## src/rtl/mmio_uart_tx.sv

```systemverilog
`default_nettype none

// ============================================================================
// Package : mmio_uart_pkg
// Brief   : Shared MMIO write-port request type used by the data-memory
//           MMIO initiator and its responders.
// Rev     : 1.0  initial release
// ============================================================================
package mmio_uart_pkg;

    localparam int XLEN = 32;

    typedef struct packed {
        logic            enable;   // write request
        logic [XLEN-1:0] addr;
        logic [XLEN-1:0] value;
        logic [1:0]      width;    // access size (not used by this responder)
    } mem_write_control_t;

endpackage : mmio_uart_pkg

// ============================================================================
// Module  : mmio_uart_tx
// Brief   : Memory-mapped 8N1 UART transmitter with a transmit FIFO.
//           Register window (16 bytes at BASE_ADDR):
//             0x0 TXDATA  (W: enqueue value[7:0], R: 0)
//             0x4 STATUS  (R: {count[11:8], empty[2], full[1], busy[0]})
//             0x8 DIVISOR (R/W: clocks per bit, 0 written is stored as 1)
//             0xC reserved (W: dropped, R: 0)
// Ports   : clock          - system clock
//           reset          - synchronous, active-high reset
//           mmio_control   - MMIO request (enable/addr/value/width)
//           mmio_r_data    - combinational read data for mmio_control.addr
//           write_complete - combinational write acceptance (back-pressure)
//           tx             - registered serial output, idles high
// Rev     : 1.0  initial release
// ============================================================================
module mmio_uart_tx
    import mmio_uart_pkg::*;
#(
    parameter logic [XLEN-1:0] BASE_ADDR       = 32'h0003_0000,
    parameter int              FIFO_DEPTH      = 8,
    parameter logic [15:0]     DEFAULT_DIVISOR = 16'd434
) (
    input  logic               clock,
    input  logic               reset,
    input  mem_write_control_t mmio_control,
    output logic [XLEN-1:0]    mmio_r_data,
    output logic               write_complete,
    output logic               tx
);

    localparam int                  c_ptr_w = (FIFO_DEPTH > 1) ? $clog2(FIFO_DEPTH) : 1;
    localparam int                  c_cnt_w = c_ptr_w + 1;
    localparam logic [c_cnt_w-1:0]  c_depth = c_cnt_w'(FIFO_DEPTH);

    typedef enum logic [1:0] {
        S_IDLE  = 2'd0,
        S_START = 2'd1,
        S_DATA  = 2'd2,
        S_STOP  = 2'd3
    } state_t;

    // ------------------------------------------------------------------
    // Registers
    // ------------------------------------------------------------------
    logic [7:0]         fifo_mem_q [FIFO_DEPTH];
    logic [c_ptr_w-1:0] wr_ptr_q;
    logic [c_ptr_w-1:0] rd_ptr_q;
    logic [c_cnt_w-1:0] count_q;
    logic [15:0]        divisor_q;

    state_t             state_q;
    logic [15:0]        bit_cnt_q;    // cycles left in current bit, minus one
    logic [2:0]         bit_idx_q;
    logic [7:0]         shift_q;
    logic [15:0]        div_act_q;    // divisor frozen for the frame in flight
    logic               tx_q;

    // ------------------------------------------------------------------
    // Decode and handshake
    // ------------------------------------------------------------------
    logic        hit;
    logic [1:0]  offset;
    logic        full;
    logic        empty;
    logic        push;
    logic        pop;
    logic        div_wr;
    logic        bit_done;
    logic [15:0] divisor_d;
    logic [3:0]  count_field;
    logic [XLEN-1:0] status_word;

    assign hit    = (mmio_control.addr[XLEN-1:4] == BASE_ADDR[XLEN-1:4]);
    assign offset = mmio_control.addr[3:2];
    assign full   = (count_q == c_depth);
    assign empty  = (count_q == '0);

    // A TXDATA write is only refused when the FIFO is full at the start of
    // the cycle; a pop on the same edge does not make room for it.
    assign write_complete = !reset && mmio_control.enable && hit
                            && !((offset == 2'd0) && full);

    assign push   = write_complete && (offset == 2'd0);
    assign div_wr = write_complete && (offset == 2'd2);

    assign divisor_d = (mmio_control.value[15:0] == 16'd0) ? 16'd1
                                                           : mmio_control.value[15:0];

    assign bit_done = (bit_cnt_q == 16'd0);

    // The serializer takes a byte either from IDLE or at the last cycle of
    // a stop bit, so consecutive frames have no idle gap between them.
    assign pop = !empty && ((state_q == S_IDLE) ||
                            ((state_q == S_STOP) && bit_done));

    // ------------------------------------------------------------------
    // Read mux
    // ------------------------------------------------------------------
    assign count_field = 4'(count_q);
    assign status_word = {{(XLEN-12){1'b0}}, count_field, 5'b0,
                          empty, full, (state_q != S_IDLE)};

    always_comb begin
        mmio_r_data = '0;
        if (hit) begin
            case (offset)
                2'd1:    mmio_r_data = status_word;
                2'd2:    mmio_r_data = {{(XLEN-16){1'b0}}, divisor_q};
                default: mmio_r_data = '0;
            endcase
        end
    end

    // ------------------------------------------------------------------
    // FIFO storage (no reset so it can map onto a RAM)
    // ------------------------------------------------------------------
    always_ff @(posedge clock) begin
        if (push) begin
            fifo_mem_q[wr_ptr_q] <= mmio_control.value[7:0];
        end
    end

    // Pointers wrap naturally since FIFO_DEPTH is a power of two.
    always_ff @(posedge clock) begin
        if (reset) begin
            wr_ptr_q <= '0;
            rd_ptr_q <= '0;
            count_q  <= '0;
        end else begin
            if (push) begin
                wr_ptr_q <= wr_ptr_q + 1'b1;
            end
            if (pop) begin
                rd_ptr_q <= rd_ptr_q + 1'b1;
            end
            case ({push, pop})
                2'b10:   count_q <= count_q + 1'b1;
                2'b01:   count_q <= count_q - 1'b1;
                default: count_q <= count_q;
            endcase
        end
    end

    // ------------------------------------------------------------------
    // Divisor register
    // ------------------------------------------------------------------
    always_ff @(posedge clock) begin
        if (reset) begin
            divisor_q <= DEFAULT_DIVISOR;
        end else if (div_wr) begin
            divisor_q <= divisor_d;
        end
    end

    // ------------------------------------------------------------------
    // Serializer FSM; tx is computed alongside the next state so the line
    // changes on the same edge as the state it belongs to.
    // ------------------------------------------------------------------
    always_ff @(posedge clock) begin
        if (reset) begin
            state_q   <= S_IDLE;
            tx_q      <= 1'b1;
            bit_cnt_q <= '0;
            bit_idx_q <= '0;
            shift_q   <= '0;
            div_act_q <= DEFAULT_DIVISOR;
        end else begin
            case (state_q)
                S_IDLE: begin
                    tx_q <= 1'b1;
                    if (pop) begin
                        shift_q   <= fifo_mem_q[rd_ptr_q];
                        div_act_q <= divisor_q;
                        bit_cnt_q <= divisor_q - 16'd1;
                        tx_q      <= 1'b0;
                        state_q   <= S_START;
                    end
                end

                S_START: begin
                    if (bit_done) begin
                        bit_idx_q <= 3'd0;
                        bit_cnt_q <= div_act_q - 16'd1;
                        tx_q      <= shift_q[0];
                        state_q   <= S_DATA;
                    end else begin
                        bit_cnt_q <= bit_cnt_q - 16'd1;
                    end
                end

                S_DATA: begin
                    if (bit_done) begin
                        bit_cnt_q <= div_act_q - 16'd1;
                        if (bit_idx_q == 3'd7) begin
                            tx_q    <= 1'b1;
                            state_q <= S_STOP;
                        end else begin
                            bit_idx_q <= bit_idx_q + 3'd1;
                            shift_q   <= {1'b0, shift_q[7:1]};
                            tx_q      <= shift_q[1];
                        end
                    end else begin
                        bit_cnt_q <= bit_cnt_q - 16'd1;
                    end
                end

                S_STOP: begin
                    if (bit_done) begin
                        if (pop) begin
                            shift_q   <= fifo_mem_q[rd_ptr_q];
                            div_act_q <= divisor_q;
                            bit_cnt_q <= divisor_q - 16'd1;
                            tx_q      <= 1'b0;
                            state_q   <= S_START;
                        end else begin
                            tx_q    <= 1'b1;
                            state_q <= S_IDLE;
                        end
                    end else begin
                        bit_cnt_q <= bit_cnt_q - 16'd1;
                    end
                end

                default: begin
                    tx_q    <= 1'b1;
                    state_q <= S_IDLE;
                end
            endcase
        end
    end

    assign tx = tx_q;

    // Request fields this responder does not look at.
    logic unused_req_bits;
    assign unused_req_bits = ^{mmio_control.width, mmio_control.addr[1:0],
                               mmio_control.value[XLEN-1:16]};

endmodule : mmio_uart_tx

`default_nettype wire

```

## config.mk

```make
export PLATFORM = sky130hd
export DESIGN_NAME = mmio_uart_tx
export DESIGN_NICKNAME = d
export VERILOG_FILES = /design/src/rtl/mmio_uart_tx.sv
export SDC_FILE = /design/constraint.sdc
export NUM_CORES = 1
export LEC_CHECK = 0
export CAP_MARGIN = 5
export CORE_MARGIN = 5
export CORE_UTILIZATION = 44
export DETAILED_ROUTE_END_ITERATION = 10
export DONT_BUFFER_PORTS = 1
export GPL_ROUTABILITY_DRIVEN = 0
export GPL_TIMING_DRIVEN = 0
export HOLD_SLACK_MARGIN = 0.05
export SYNTH_ARGS = -nofsm -noshare
export SYNTH_HDL_FRONTEND = slang
export SYNTH_SLANG_ARGS = --single-unit
```

## constraint.sdc

```tcl
create_clock -name clock -period 4.8 [get_ports clock]
set_clock_uncertainty 0.05 [all_clocks]
set_input_delay 0.48 -clock clock [delete_from_list [all_inputs] [get_ports clock]]
set_output_delay 0.48 -clock clock [all_outputs]
set_load 0.05 [all_outputs]
```

==> out/metrics.cfg <==
[cells_and_area]
multi_input_area_mm2 = 0.00361
antenna_cells = 0
drive_above_1_share = 0.151
syn2layout_area_growth_pct = 13.5
stdcell_count = 969
final.fill_count = 1516
layout_common_cells = dfxtp_1, edfxtp_1, nor2_1
fin_nets = 824
design_area_mm2 = 0.00834
regArea_mm2 = 0.00342
final_common_cell = dfxtp_1

[pwr]
switching_share = 0.284
p_switching_mw = 0.820
p_clk_frac = 0.462
p_comb_frac = 0.103
internal_power_mw = 2.07
seq_power_share = 0.435
vdd_ir_drop_max_v = 0.000248
powerDensity_mw_per_mm2 = 347
power_leakage_nw = 2.95

[worst_setup_path]
cp.arrival_ns = 3.01
path_class = flop to primary output
worstPathMaxFanout = 10
worst_setup_path_start_kind = flop
r2r_slack_ns = 1.30
regToRegStartpoint = count_field[1]
worstPathRequired_ns = 4.27
endpoint_kind = primary output
ff2ff_path_depth = 11
r2r-end = count_field[2]

[drt]
routed_wl_mm = 19.4
avgRoutedWirePerCell_um = 20.1
drcViolationCount = 0
dr.first_iter.drc_count = 713
vias_per_cell = 5.99
drtAntennaViolNets = 0
vias = 5806
dr.pass1.iters = 5

[timing]
worst_pin_slew_ns = 1.01
layout_min_cycle_time_ns = 3.54
setup_viol = 0
slew_viol_final = 0
rsz0062_at_grt = no
period_share = 0.736
max_freq_mhz = 283
finalSetupTns_ns = 0
worst_slew_margin_rel = 0.327
hold_violations = 0

[global_route]
grt_pass1_wl_mm = 30.7
grt_max_degree = 17
grt_util_all_layers = 0.199
grt.overflow.total = 0
grt_pass1_vias = 5606
antenna_found_initial = 0

[cts]
post_cts_buffers = 0
clock_sinks = 139
clk_pin_slew_ns = 0.07
h-tree-depth = 4
clock_latency_ns = 0.43
cts_buffer_depth = 2
cts_resized = 0
cts_tree = yes
cts_made_buffers = 17
root_buffer = clkbuf_16
ctsHoldBuffers = 0

[synth]
synthesis.area_mm2 = 0.00734
syn_inst = 696
synth_top_area_share = 0.262
synthArstFlopShare = 0
ys.flop_type = dfxtp_1
synth_top_cell_by_area = edfxtp_1
yosysUniqueCellTypes = 71
synth-edff-count = 64
synth.avg_cell_area_um2 = 10.5
ys_top_cells_by_area = edfxtp_1, dfxtp_1, mux4_2, ha_1, xnor2_1
ys_seq_area_frac = 0.466
synth-seq-cells = 139
yosysWarningCount = 0

[job]
drv_cap = 0

[floorplanning]
start_util = 0.446
io_pins = 103
die_area_mm2 = 0.0194
fp.dieH_um = 139
coreArea_mm2 = 0.0165
num_rows = 47
die_x_um = 139

[placement]
placed_area_mm2 = 0.00773
dpl.hpwl_mm = 14.6
dp.cells = 937
port-buffer-count = 0

[min_path]
hold_path.class = primary input to flop
hp-start = mmio_control[6]
whs_path_depth = 0
holdPathEnd = fifo_mem_q[1][4]

[status]
status = finished, final reports clean

-- metal layers --
metal / GRT usage / routed length [um] / vias to the layer above
met5: 0 / 0 / -
met2: 0.321 / 9370 / 203
met3: 0.0510 / 1310 / 25
li1: - / - / 2729
met1: 0.263 / 8460 / 2849
met4: 0.0664 / 308 / 0
-- flip-flops by register name (all words and copies together) (netlist names), named ones only --
register	cells
wr_ptr_q	3
fifo_mem_q	64
div_act_q	16
tx	1
count_field	4
state_q	2
divisor_q	16
bit_idx_q	3
shift_q	8
rd_ptr_q	3
bit_cnt_q	16
-- worst max-delay path, cell delays in order, from the launching register on --
cell and delay, ns:
dfxtp_1 0.30, buf_2 0.16, nor4_2 0.80, clkbuf_1 0.44
a22oi_1 0.14, nor2_1 0.73
-- worst max path at each step --
| stage | startpoint | to | slack, ns |
|---|---|---|---|
| 2_1_floorplan | mmio_control[48] | fifo_mem_q[1][0] | 1.82 |
| 3_3_place_gp | reset | fifo_mem_q[1][0] | 0.76 |
| 3_5_place_dp | count_field[1] | count_field[2] | 1.38 |
| 4_1_cts | count_field[1] | mmio_r_data[2] | 1.30 |
| 5_1_grt | bit_cnt_q[0] | count_field[2] | 1.13 |
| 6_report | count_field[1] | mmio_r_data[2] | 1.26 |
-- Yosys cell counts (all sizes together), types with 24 or more instances --
library cell and instances:
nor3 25, dfxtp 75, edfxtp 64, nand3 27, nor2 41, o21ai 38
a21oi 37, nor4 25, xnor2 27, clkbuf 24, nand2 31, buf 35
-- cell families (layout without fill, tap and decap cells) --
kind of cell,count (synthesis),after routing,synth area share
buffers and inverters,81,119,0.0535
adder cells (fa/ha/maj),19,19,0.0324
multiplexers,31,31,0.0697
AO/OA/AOI/OAI,178,178,0.169
flip-flops,139,139,0.466
XOR/XNOR,34,34,0.0406
other,1,16,0.000511
AND/OR/NAND/NOR,213,213,0.169
-- through the flow --
stage | setup slack [ns] | utilization | total power, mW | hold slack [ns]
after detailed placement | 1.38 | 0.470 | 1.57 | 0.417
after floorplan | 1.82 | - | 1.50 | 0.392
after CTS | 1.30 | 0.506 | 2.90 | 0.0789
after global routing | 1.13 | 0.506 | 2.98 | 0.0734
after global placement | 0.756 | 0.466 | 1.57 | 0.407
final | 1.26 | 0.506 | 2.89 | 0.0935
-- power by group through the flow --
stage          clock network [mW]  registers, mW  logic [mW]
2_1_floorplan                   0           1.28       0.218
3_3_place_gp                    0           1.28       0.285
3_5_place_dp                    0           1.28       0.289
4_1_cts                      1.35           1.26       0.291
5_1_grt                      1.40           1.26       0.319
6_report                     1.34           1.26       0.298
-- layout make-up --
| cell class | count | area share |
|---|---|---|
| multi-input cells | 491 | 0.433 |
| flip-flops and latches | 139 | 0.411 |
| clock buffers | 17 | 0.0510 |
| plain buffers | 59 | 0.0372 |
| well taps | 220 | 0.0330 |
| clock inverters | 15 | 0.0207 |
| inverters | 22 | 0.00991 |
| repair buffers | 6 | 0.00480 |
(Power assumes the default switching activity.)
